## src/rtl/sdram_arbiter.sv

```systemverilog
`default_nettype none
// ============================================================================
//  Module      : sdram_arbiter
//  Description : Round-robin arbiter sharing one SDRAM access port between N
//                audio cores. One grant covers one access (command through
//                finished); a watchdog aborts accesses the controller never
//                answers and raises a sticky timeout flag.
//  Revision    : 1.0 - initial release
// ============================================================================
module sdram_arbiter #(
  parameter int N       = 3,     // requesters: 0 = record, 1 = play, 2 = spare
  parameter int TIMEOUT = 1024,  // BUSY cycles before an access is aborted (>= 2)
  parameter int TW      = 11     // watchdog width, 2**TW > TIMEOUT
) (
  input  logic              i_clk,
  input  logic              i_rst_n,
  input  logic [N-1:0]      i_enable,
  input  logic              i_clear,
  input  logic [N-1:0]      req_read,
  input  logic [N-1:0]      req_write,
  input  logic [23*N-1:0]   req_addr,
  input  logic [32*N-1:0]   req_writedata,
  output logic [31:0]       req_readdata,
  output logic [N-1:0]      req_finished,
  output logic              sdram_read,
  output logic              sdram_write,
  output logic [22:0]       sdram_addr,
  output logic [31:0]       sdram_writedata,
  input  logic [31:0]       sdram_readdata,
  input  logic              sdram_finished,
  output logic [N-1:0]      o_grant,
  output logic              o_timeout
);

  localparam int IW = (N > 1) ? $clog2(N) : 1;

  typedef enum logic [0:0] {
    ST_IDLE = 1'b0,
    ST_BUSY = 1'b1
  } state_t;

  // Registered state. last_q doubles as the granted index while BUSY.
  state_t        state_q, state_d;
  logic [N-1:0]  grant_q, grant_d;
  logic [IW-1:0] last_q,  last_d;
  logic [TW-1:0] cnt_q,   cnt_d;
  logic          timeout_q, timeout_d;

  logic [N-1:0]  w_req;
  logic          w_found;
  logic [IW-1:0] w_next;
  logic          w_busy;
  logic          w_expire;
  logic          w_done;
  logic [22:0]   w_addr_arr  [N];
  logic [31:0]   w_wdata_arr [N];

  // Round-robin search: first set bit of r strictly after 'last', wrapping.
  // Iterating downward lets the smallest offset overwrite larger ones.
  function automatic logic [IW:0] pick_next(input logic [N-1:0] r,
                                            input logic [IW-1:0] last);
    logic [IW:0] res;
    int          cand;
    res = '0;
    for (int i = N; i >= 1; i--) begin
      cand = (int'(last) + i) % N;
      if (r[cand]) res = {1'b1, IW'(cand)};
    end
    return res;
  endfunction

  // Unpack the flat address / write-data buses into per-requester slices.
  for (genvar k = 0; k < N; k++) begin : g_slice
    assign w_addr_arr[k]  = req_addr[23*k +: 23];
    assign w_wdata_arr[k] = req_writedata[32*k +: 32];
  end

  assign w_req             = (req_read | req_write) & i_enable;
  assign {w_found, w_next} = pick_next(w_req, last_q);
  assign w_busy            = (state_q == ST_BUSY);
  // Watchdog fires on the TIMEOUT-th BUSY cycle (counter starts at 0).
  assign w_expire          = w_busy & ~sdram_finished & (cnt_q == TW'(TIMEOUT - 1));
  assign w_done            = w_busy & (sdram_finished | w_expire);

  assign req_readdata = sdram_readdata;
  assign o_grant      = grant_q;
  assign o_timeout    = timeout_q;

  // Command mux toward the controller and completion routing to the owner.
  always_comb begin
    sdram_read      = 1'b0;
    sdram_write     = 1'b0;
    sdram_addr      = '0;
    sdram_writedata = '0;
    req_finished    = '0;
    if (w_busy) begin
      sdram_read           = req_read[last_q];
      // Read wins when both are raised; that combination is illegal anyway.
      sdram_write          = req_write[last_q] & ~req_read[last_q];
      sdram_addr           = w_addr_arr[last_q];
      sdram_writedata      = w_wdata_arr[last_q];
      // A watchdog abort also pulses finished so the core never hangs.
      req_finished[last_q] = w_done;
    end
  end

  // Next-state logic for the IDLE/BUSY arbiter and its watchdog.
  always_comb begin
    state_d   = state_q;
    grant_d   = grant_q;
    last_d    = last_q;
    cnt_d     = cnt_q;
    timeout_d = timeout_q;
    if (i_clear) timeout_d = 1'b0;
    case (state_q)
      ST_IDLE: begin
        if (w_found) begin
          state_d = ST_BUSY;
          grant_d = N'(1) << w_next;
          last_d  = w_next;
          cnt_d   = '0;
        end
      end
      ST_BUSY: begin
        cnt_d = cnt_q + TW'(1);
        // Returning to IDLE forces a one-cycle bubble so a request still
        // high during its finished cycle is not re-granted as stale.
        if (w_done) begin
          state_d = ST_IDLE;
          grant_d = '0;
        end
        // Setting the sticky flag overrides a simultaneous clear.
        if (w_expire) timeout_d = 1'b1;
      end
      default: state_d = ST_IDLE;
    endcase
  end

  // State registers; requester 0 holds first priority out of reset.
  always_ff @(posedge i_clk or negedge i_rst_n) begin
    if (!i_rst_n) begin
      state_q   <= ST_IDLE;
      grant_q   <= '0;
      last_q    <= IW'(N - 1);
      cnt_q     <= '0;
      timeout_q <= 1'b0;
    end else begin
      state_q   <= state_d;
      grant_q   <= grant_d;
      last_q    <= last_d;
      cnt_q     <= cnt_d;
      timeout_q <= timeout_d;
    end
  end

endmodule
`default_nettype wire

```

## config.mk

```make
export PLATFORM = sky130hd
export DESIGN_NAME = sdram_arbiter
export DESIGN_NICKNAME = d
export VERILOG_FILES = /design/src/rtl/sdram_arbiter.sv
export SDC_FILE = /design/constraint.sdc
export NUM_CORES = 1
export LEC_CHECK = 0
export BUFFER_PORTS_ARGS = -buffer_cell sky130_fd_sc_hd__buf_2
export CELL_PAD_IN_SITES_DETAIL_PLACEMENT = 1
export CELL_PAD_IN_SITES_GLOBAL_PLACEMENT = 1
export CORE_MARGIN = 5
export CORE_UTILIZATION = 23
export DETAILED_ROUTE_END_ITERATION = 6
export PLACE_DENSITY = 0.94
export RECOVER_POWER = 25
export SYNTH_ARGS = -nofsm -noshare
export SYNTH_HDL_FRONTEND = slang
export SYNTH_SLANG_ARGS = --single-unit
export TNS_END_PERCENT = 1
```

## constraint.sdc

```tcl
create_clock -name i_clk -period 6.34 [get_ports i_clk]
set_input_delay 0.951 -clock i_clk [delete_from_list [all_inputs] [get_ports i_clk]]
set_output_delay 0.951 -clock i_clk [all_outputs]
set_load 0.05 [all_outputs]
```

==> results.json, run 1 <==
{
  "final_core_util_pct": 32.62,
  "r2r_start": "last_q[0]",
  "detailed_place_hpwl_um": 10400,
  "mappedNetlistArea_um2": 2769,
  "cts_resized": 0,
  "finalSetupViolCount": 0,
  "gr-usage-met2_pct": 29.10,
  "synth_seq_area_share_pct": 16.31,
  "path_cells": "nor2_4 > buf_4 > a21oi_1 > nor2_1 > buf_2",
  "multi_input_area_um2": 1919,
  "ys_top_cells_by_area": "mux2i_1, nor2_1, dfrtp_1, a21oi_1, buf_4",
  "die_area_um2": 14330,
  "ant_nets": 0,
  "peakVddDrop_mv": 0.1890,
  "crit_path_end": "sdram_writedata[8]",
  "rsz0062_at_grt": "false",
  "synth-compound-area-share_pct": 20.24,
  "cp-start-kind": "flop",
  "wl_um": 12530,
  "routedWlPerCell_um": 17.19,
  "grt.total_usage_pct": 16.16,
  "antenna_found_initial": 0,
  "worstSkewPairLatency_ns": 0.24,
  "area_delta_synth_final_pct": 40.31,
  "arrival_ns": 2.55,
  "use_met1_pct": 19.15,
  "yosysTopAreaCellShare_pct": 21.33,
  "drc": 0,
  "postCtsHoldBufs": 0,
  "firstDrtPassIters": 4,
  "synth_mux_area_share_pct": 21.74,
  "overflow": 0,
  "numPortBuffers": 241,
  "regArea_um2": 455.4,
  "drv_slew": 0,
  "synthesis.nets": 610,
  "die_w_um": 119.7,
  "synth_top_family_by_area": "simple AND/OR/NAND/NOR gates",
  "syn_avg_cell_area_um2": 6.992,
  "grt_most_used_layer": "met2",
  "skew_ns": 0.001802,
  "synth-xor-area-share_pct": 1.265,
  "r2r_slack_ns": 3.35,
  "vias": 3540,
  "clk_pin_slew_ns": 0.05,
  "power_switching_w": 0.001270,
  "crit_cells": 5,
  "finalHoldViolCount": 0,
  "crit_fanout": 60,
  "internal-power_w": 0.0006516,
  "pwr-share-seq_pct": 12.3,
  "grt_max_degree": 61,
  "final_nets": 797,
  "crit_family": "flip-flops",
  "synth_cell_types": 45,
  "path_class": "reg2out",
  "synth-warning-count": 0,
  "cts_buffers": 3,
  "clockPowerShare_pct": 7.1,
  "required_ns": 5.39,
  "rows": 40,
  "startpoint": "last_q[0]",
  "hold_class": "reg2reg",
  "vias_per_cell": 4.856,
  "worst_pin_slew_ns": 1.019,
  "synth_most_common_cell": "nor2_1",
  "power_frac_comb_pct": 80.5,
  "htree_levels": 1,
  "slew-limit-headroom_pct": 32.07,
  "synth_largest_area_cell": "mux2i_1",
  "max_stage_delay_ns": 0.80,
  "grt.met3_usage_pct": 4.383,
  "period_share_pct": 55.17,
  "post_cts.repair.setup_buffers": 0,
  "power.density_nw_per_um2": 494.5,
  "globalplace.congestion": 0.8160,
  "synth_simple_gate_area_share_pct": 23.63,
  "setup_tns_ns": 0,
  "drv_cap": 0,
  "crit_slowest_cell": "dfrtp_4",
  "fmaxAchievable_mhz": 285.9,
  "synth-edff-count": 0,
  "worstReg2RegEnd": "cnt_q[0]",
  "clock_sinks": 18,
  "ys_ff_latch": 18,
  "drt_first_iter_violations": 144,
  "worst-path-buf-inv": 2,
  "num_io_pins": 306,
  "initial_core_util_pct": 23.25,
  "grt_pass1_wl_um": 19150,
  "cts.path.max_buffers": 2,
  "synth_common_cells": "nor2_1, mux2i_1, a21oi_1",
  "tritoncts": "done",
  "synthAdderAreaFrac_pct": 2.169,
  "diodes": 0,
  "layout-drive-gt1-share_pct": 44.33,
  "ff2ff_path_depth": 6,
  "grt_pass1_vias": 3662,
  "endpoint_kind": "output port",
  "async_reset_ff_share_pct": 100.0,
  "die_height_um": 119.7,
  "fill_cells": 1581,
  "coreArea_um2": 11910,
  "switching_share_pct": 66.08,
  "status": "finished, final reports clean",
  "finalCriticalPeriod_ns": 3.498,
  "power.leakage_nw": 2.031,
  "cts_root_buffer": "clkbuf_16",
  "syn_inst": 396,
  "yosys_most_used_dff": "dfrtp_1"
}
==> power groups by stage <==
stage | logic (W) | clock network (W) | registers (W)
5_1_grt | 0.00165 | 0.000145 | 0.000247
4_1_cts | 0.00157 | 0.000141 | 0.000239
2_1_floorplan | 0.00129 | 0 | 0.000184
6_report | 0.00155 | 0.000137 | 0.000237
3_5_place_dp | 0.00156 | 0 | 0.000241
3_3_place_gp | 0.00154 | 0 | 0.000237
==> area by class of cell <==
| cell class | count | share of cell area (%) |
|---|---|---|
| Inverter | 6 | 0.5797 |
| Sequential cell | 18 | 11.72 |
| Tap cell | 147 | 4.734 |
| Multi-Input combinational cell | 311 | 49.40 |
| Clock buffer | 4 | 2.287 |
| Timing Repair Buffer | 243 | 31.27 |
==> through the flow <==
| stage | power (W) | worst slack [ns] | instance area [µm²] | hold WS (ns) | cells |
|---|---|---|---|---|---|
| CTS | 0.001947 | 2.737 | 3891 | 0.5156 | 729 |
| global route | 0.002047 | 2.584 | 3885 | 0.5388 | 729 |
| global placement | 0.001776 | 3.029 | 3802 | 0.4998 | 725 |
| finish | 0.001921 | 2.842 | 3885 | 0.5181 | 729 |
| floorplan | 0.001472 | 3.376 | 2769 | 0.4720 | 396 |
| detailed placement | 0.001803 | 3.011 | 3802 | 0.5083 | 725 |
==> placed cells by master (no fill, tap or decap), types with 2 or more instances in the layout <==
cell type | Yosys | routed
o21bai_1 | 2 | 2
ha_1 | 4 | 4
nor3_1 | 2 | 2
buf_2 | 12 | 236
mux2i_1 | 59 | 59
buf_4 | 35 | 2
a21oi_1 | 58 | 58
xnor2_1 | 2 | 2
inv_1 | 6 | 5
o32ai_1 | 2 | 2
o21ai_2 | 3 | 3
dfrtp_1 | 17 | 16
o21ai_0 | 7 | 7
a22o_1 | 3 | 3
nor2_1 | 116 | 115
o21ai_1 | 4 | 4
o211ai_1 | 4 | 4
xor2_1 | 2 | 2
nand2_1 | 10 | 10
clkbuf_16 | 0 | 3
nor2b_1 | 4 | 4
o21a_1 | 2 | 2
nand4_1 | 3 | 3
nand3_1 | 3 | 3
clkbuf_1 | 11 | 5
and3_1 | 4 | 4
==> worst min-delay path by stage <==
| stage | slack [ns] | start | cells past startpoint | endpoint |
|---|---|---|---|---|
| after floorplan | 0.47 | cnt_q[5] | 1 | cnt_q[5] |
| after global placement | 0.50 | cnt_q[5] | 1 | cnt_q[5] |
| after detailed placement | 0.51 | cnt_q[5] | 1 | cnt_q[5] |
| after CTS | 0.52 | cnt_q[5] | 1 | cnt_q[5] |
| after global routing | 0.54 | cnt_q[5] | 1 | cnt_q[5] |
| final | 0.52 | cnt_q[5] | 1 | cnt_q[5] |
==> cell families (layout without fill, tap and decap cells) <==
family | Yosys count | count (layout)
buf+inv | 67 | 253
xor+xnor | 4 | 4
flops | 18 | 18
compound gates | 92 | 92
fa+ha+maj | 5 | 5
mux | 60 | 60
simple gates | 150 | 150
==> routing by layer <==
layer	up-vias	wire length [µm]
met5	-	0
met2	170	6209
met3	24	1141
li1	1692	-
met4	0	268
met1	1654	4914
==> state kept, by name, summed over array words and instances, names as in the netlist <==
| register | flops |
|---|---|
| cnt_q | 11 |
| last_q | 2 |
| o_grant | 3 |
| o_timeout | 1 |
| state_q | 1 |
No activity file was read; power rests on OpenSTA's default activity.
==> run 2, diff against run 1 <==
--- a/config.mk
+++ b/config.mk
@@ -5,13 +5,14 @@
 export SDC_FILE = /design/constraint.sdc
 export NUM_CORES = 1
 export LEC_CHECK = 0
+export ABC_AREA = 1
 export BUFFER_PORTS_ARGS = -buffer_cell sky130_fd_sc_hd__buf_2
 export CELL_PAD_IN_SITES_DETAIL_PLACEMENT = 1
 export CELL_PAD_IN_SITES_GLOBAL_PLACEMENT = 1
 export CORE_MARGIN = 5
-export CORE_UTILIZATION = 23
+export CORE_UTILIZATION = 18
 export DETAILED_ROUTE_END_ITERATION = 6
-export PLACE_DENSITY = 0.94
+export PLACE_DENSITY = 0.85
 export RECOVER_POWER = 25
 export SYNTH_ARGS = -nofsm -noshare
 export SYNTH_HDL_FRONTEND = slang
==> constraint.sdc (replaced) <==
create_clock -name i_clk -period 3.1 [get_ports i_clk]
set_input_delay 0.465 -clock i_clk [delete_from_list [all_inputs] [get_ports i_clk]]
set_output_delay 0.465 -clock i_clk [all_outputs]
set_load 0.05 [all_outputs]
==> results.json, run 2 <==
{
  "mappedNetlistArea_um2": 2721,
  "internal-power_w": 0.001524,
  "die_area_um2": 17680,
  "area_delta_synth_final_pct": 46.80,
  "grt_max_degree": 36,
  "ys_top_cells_by_area": "nor2_1, dfrtp_1, nand2_1, a21oi_1, buf_4",
  "drc": 0,
  "cts_buffers": 3,
  "synth_largest_area_cell": "nor2_1",
  "synth_simple_gate_area_share_pct": 37.33,
  "final_nets": 896,
  "regArea_um2": 452.9,
  "clock_sinks": 18,
  "firstDrtPassIters": 4,
  "switching_share_pct": 67.81,
  "final_core_util_pct": 26.58,
  "dp.cells": 865,
  "layout-drive-gt1-share_pct": 40.82,
  "die_height_um": 133.0,
  "synth-compound-area-share_pct": 25.89,
  "power.leakage_nw": 2.077,
  "antenna_found_initial": 0,
  "ys_ff_latch": 18,
  "drt_first_iter_violations": 123,
  "finalCriticalPeriod_ns": 2.497,
  "synth_common_cells": "nor2_1, nand2_1, a21oi_1",
  "syn_inst": 490,
  "crit_fanout": 32,
  "hold_class": "in2async",
  "postCtsHoldBufs": 0,
  "tritoncts": "done",
  "cp-start-kind": "flop",
  "grt_pass1_wl_um": 20760,
  "clockPowerShare_pct": 5.9,
  "diodes": 0,
  "synth_most_common_cell": "nor2_1",
  "fmaxAchievable_mhz": 400.4,
  "drv_cap": 0,
  "routedWlPerCell_um": 15.21,
  "grt.total_usage_pct": 14.01,
  "synth_top_family_by_area": "simple AND/OR/NAND/NOR gates",
  "arrival_ns": 2.03,
  "htree_levels": 1,
  "die_w_um": 133.0,
  "path_class": "reg2out",
  "ant_nets": 0,
  "yosys_most_used_dff": "dfrtp_1",
  "num_io_pins": 306,
  "skew_ns": 0.004119,
  "drv_slew": 0,
  "fill_cells": 2020,
  "synth-xor-area-share_pct": 0.6437,
  "rows": 45,
  "multi_input_area_um2": 1793,
  "final_cell_mix": "buf_2, nor2_1, nand2_1",
  "worst_pin_slew_ns": 0.9461,
  "finalSetupViolCount": 0,
  "finalHoldViolCount": 0,
  "endpoint_kind": "output port",
  "final_common_cell": "buf_2",
  "synth_seq_area_share_pct": 16.60,
  "syn_avg_cell_area_um2": 5.554,
  "power_switching_w": 0.003211,
  "synthAdderAreaFrac_pct": 1.839,
  "pwr-share-seq_pct": 7.3,
  "synth_cell_types": 31,
  "vias_per_cell": 4.432,
  "stdcell_area_um2": 3995,
  "required_ns": 2.63,
  "initial_core_util_pct": 18.10,
  "placed_area_um2": 3908,
  "post_cts.repair.setup_buffers": 0,
  "numPortBuffers": 241,
  "cts.path.max_buffers": 2,
  "power_frac_comb_pct": 86.8,
  "synth-warning-count": 0,
  "worstSkewPairLatency_ns": 0.25,
  "coreArea_um2": 15030,
  "power.density_nw_per_um2": 1185,
  "grt_pass1_vias": 4063,
  "largest_reg_flops": 11,
  "globalplace.congestion": 0.7628,
  "peakVddDrop_mv": 0.4649,
  "wl_um": 13220,
  "cts_resized": 0,
  "slew-limit-headroom_pct": 36.93,
  "stdcell_count": 869,
  "synthesis.nets": 704,
  "clk_pin_slew_ns": 0.05,
  "vias": 3851,
  "status": "finished, final reports clean",
  "rsz0062_at_grt": "false",
  "yosysTopAreaCellShare_pct": 16.83,
  "setup_tns_ns": 0,
  "period_share_pct": 80.56,
  "detailed_place_hpwl_um": 10680,
  "regMostFlops": "cnt_q",
  "cts_root_buffer": "clkbuf_16",
  "overflow": 0,
  "async_reset_ff_share_pct": 100.0,
  "synth-edff-count": 0,
  "synth_mux_area_share_pct": 0
}
==> run 2: cell count changes in the layout (fill, tap and decap cells not counted), sizes merged, moves of 3 or more <==
cell	delta
a21oi	+3
buf	+11
a22o	-3
nand3	+20
and3	-3
nand2	+82
mux2i	-59
o211ai	-4
o21ai	+55
clkbuf	-4
nor2	+9
nor2b	-4
inv	+16
==> run 2: cell families after synthesis <==
kind of cell    count (synthesis)
simple gates                  247
buf+inv                        85
fa+ha+maj                       4
xor+xnor                        2
compound gates                134
flops                          18
==> run 2: final timing paths <==
| path | start | endpoint | slack (ns) | cells after the start |
|---|---|---|---|---|
| min in group i_clk | i_clear | o_timeout | 0.41 | 2 |
| hold / removal | i_rst_n | cnt_q[5] | 0.34 | 1 |
| hold reg to reg | cnt_q[7] | cnt_q[7] | 0.48 | 1 |
| setup / recovery | last_q[0] | sdram_writedata[30] | 0.60 | 5 |
| max in group asynchronous | i_rst_n | last_q[0] | 2.12 | 1 |
| setup reg to reg | last_q[0] | last_q[0] | 0.87 | 12 |
==> run 2: critical path: stages (launching register included) <==
cell,delay [ns]
dfrtp_2,0.46
inv_2,0.42
buf_12,0.25
o21ai_0,0.19
a21oi_1,0.17
buf_2,0.29
==> run 2: power by group through the flow <==
stage,Clock [W],Sequential [W],Combinational (W)
6_report,0.000280,0.000346,0.00411
5_1_grt,0.000297,0.000353,0.00443
3_5_place_dp,0,0.000348,0.00415
4_1_cts,0.000288,0.000346,0.00417
2_1_floorplan,0,0.000377,0.00313
3_3_place_gp,0,0.000346,0.00409
==> run 2: per-stage QoR <==
step / hold slack [ns] / power, W / setup WS (ns)
after floorplan: 0.1694 / 0.003511 / 0.7604
after global placement: 0.4091 / 0.004437 / 0.8709
after detailed placement: 0.4120 / 0.004501 / 0.8529
after CTS: 0.1468 / 0.004801 / 0.5903
after global routing: 0.4195 / 0.005082 / 0.4520
final: 0.3408 / 0.004735 / 0.6028
==> run 2: layout make-up <==
cell class / count / area share (%)
Sequential cell: 18 / 11.34
Multi-Input combinational cell: 387 / 44.88
Inverter: 22 / 2.067
Timing Repair Buffer: 250 / 33.60
Clock buffer: 4 / 2.224
Tap cell: 188 / 5.888
==> run 2: metal layers <==
layer	GRT usage, %	part of all wire [%]	vias up
li1	-	-	1940
met4	3.291	2.4	0
met2	26.69	52	128
met1	15.97	40	1757
met3	2.662	5.9	26
met5	0	0	-
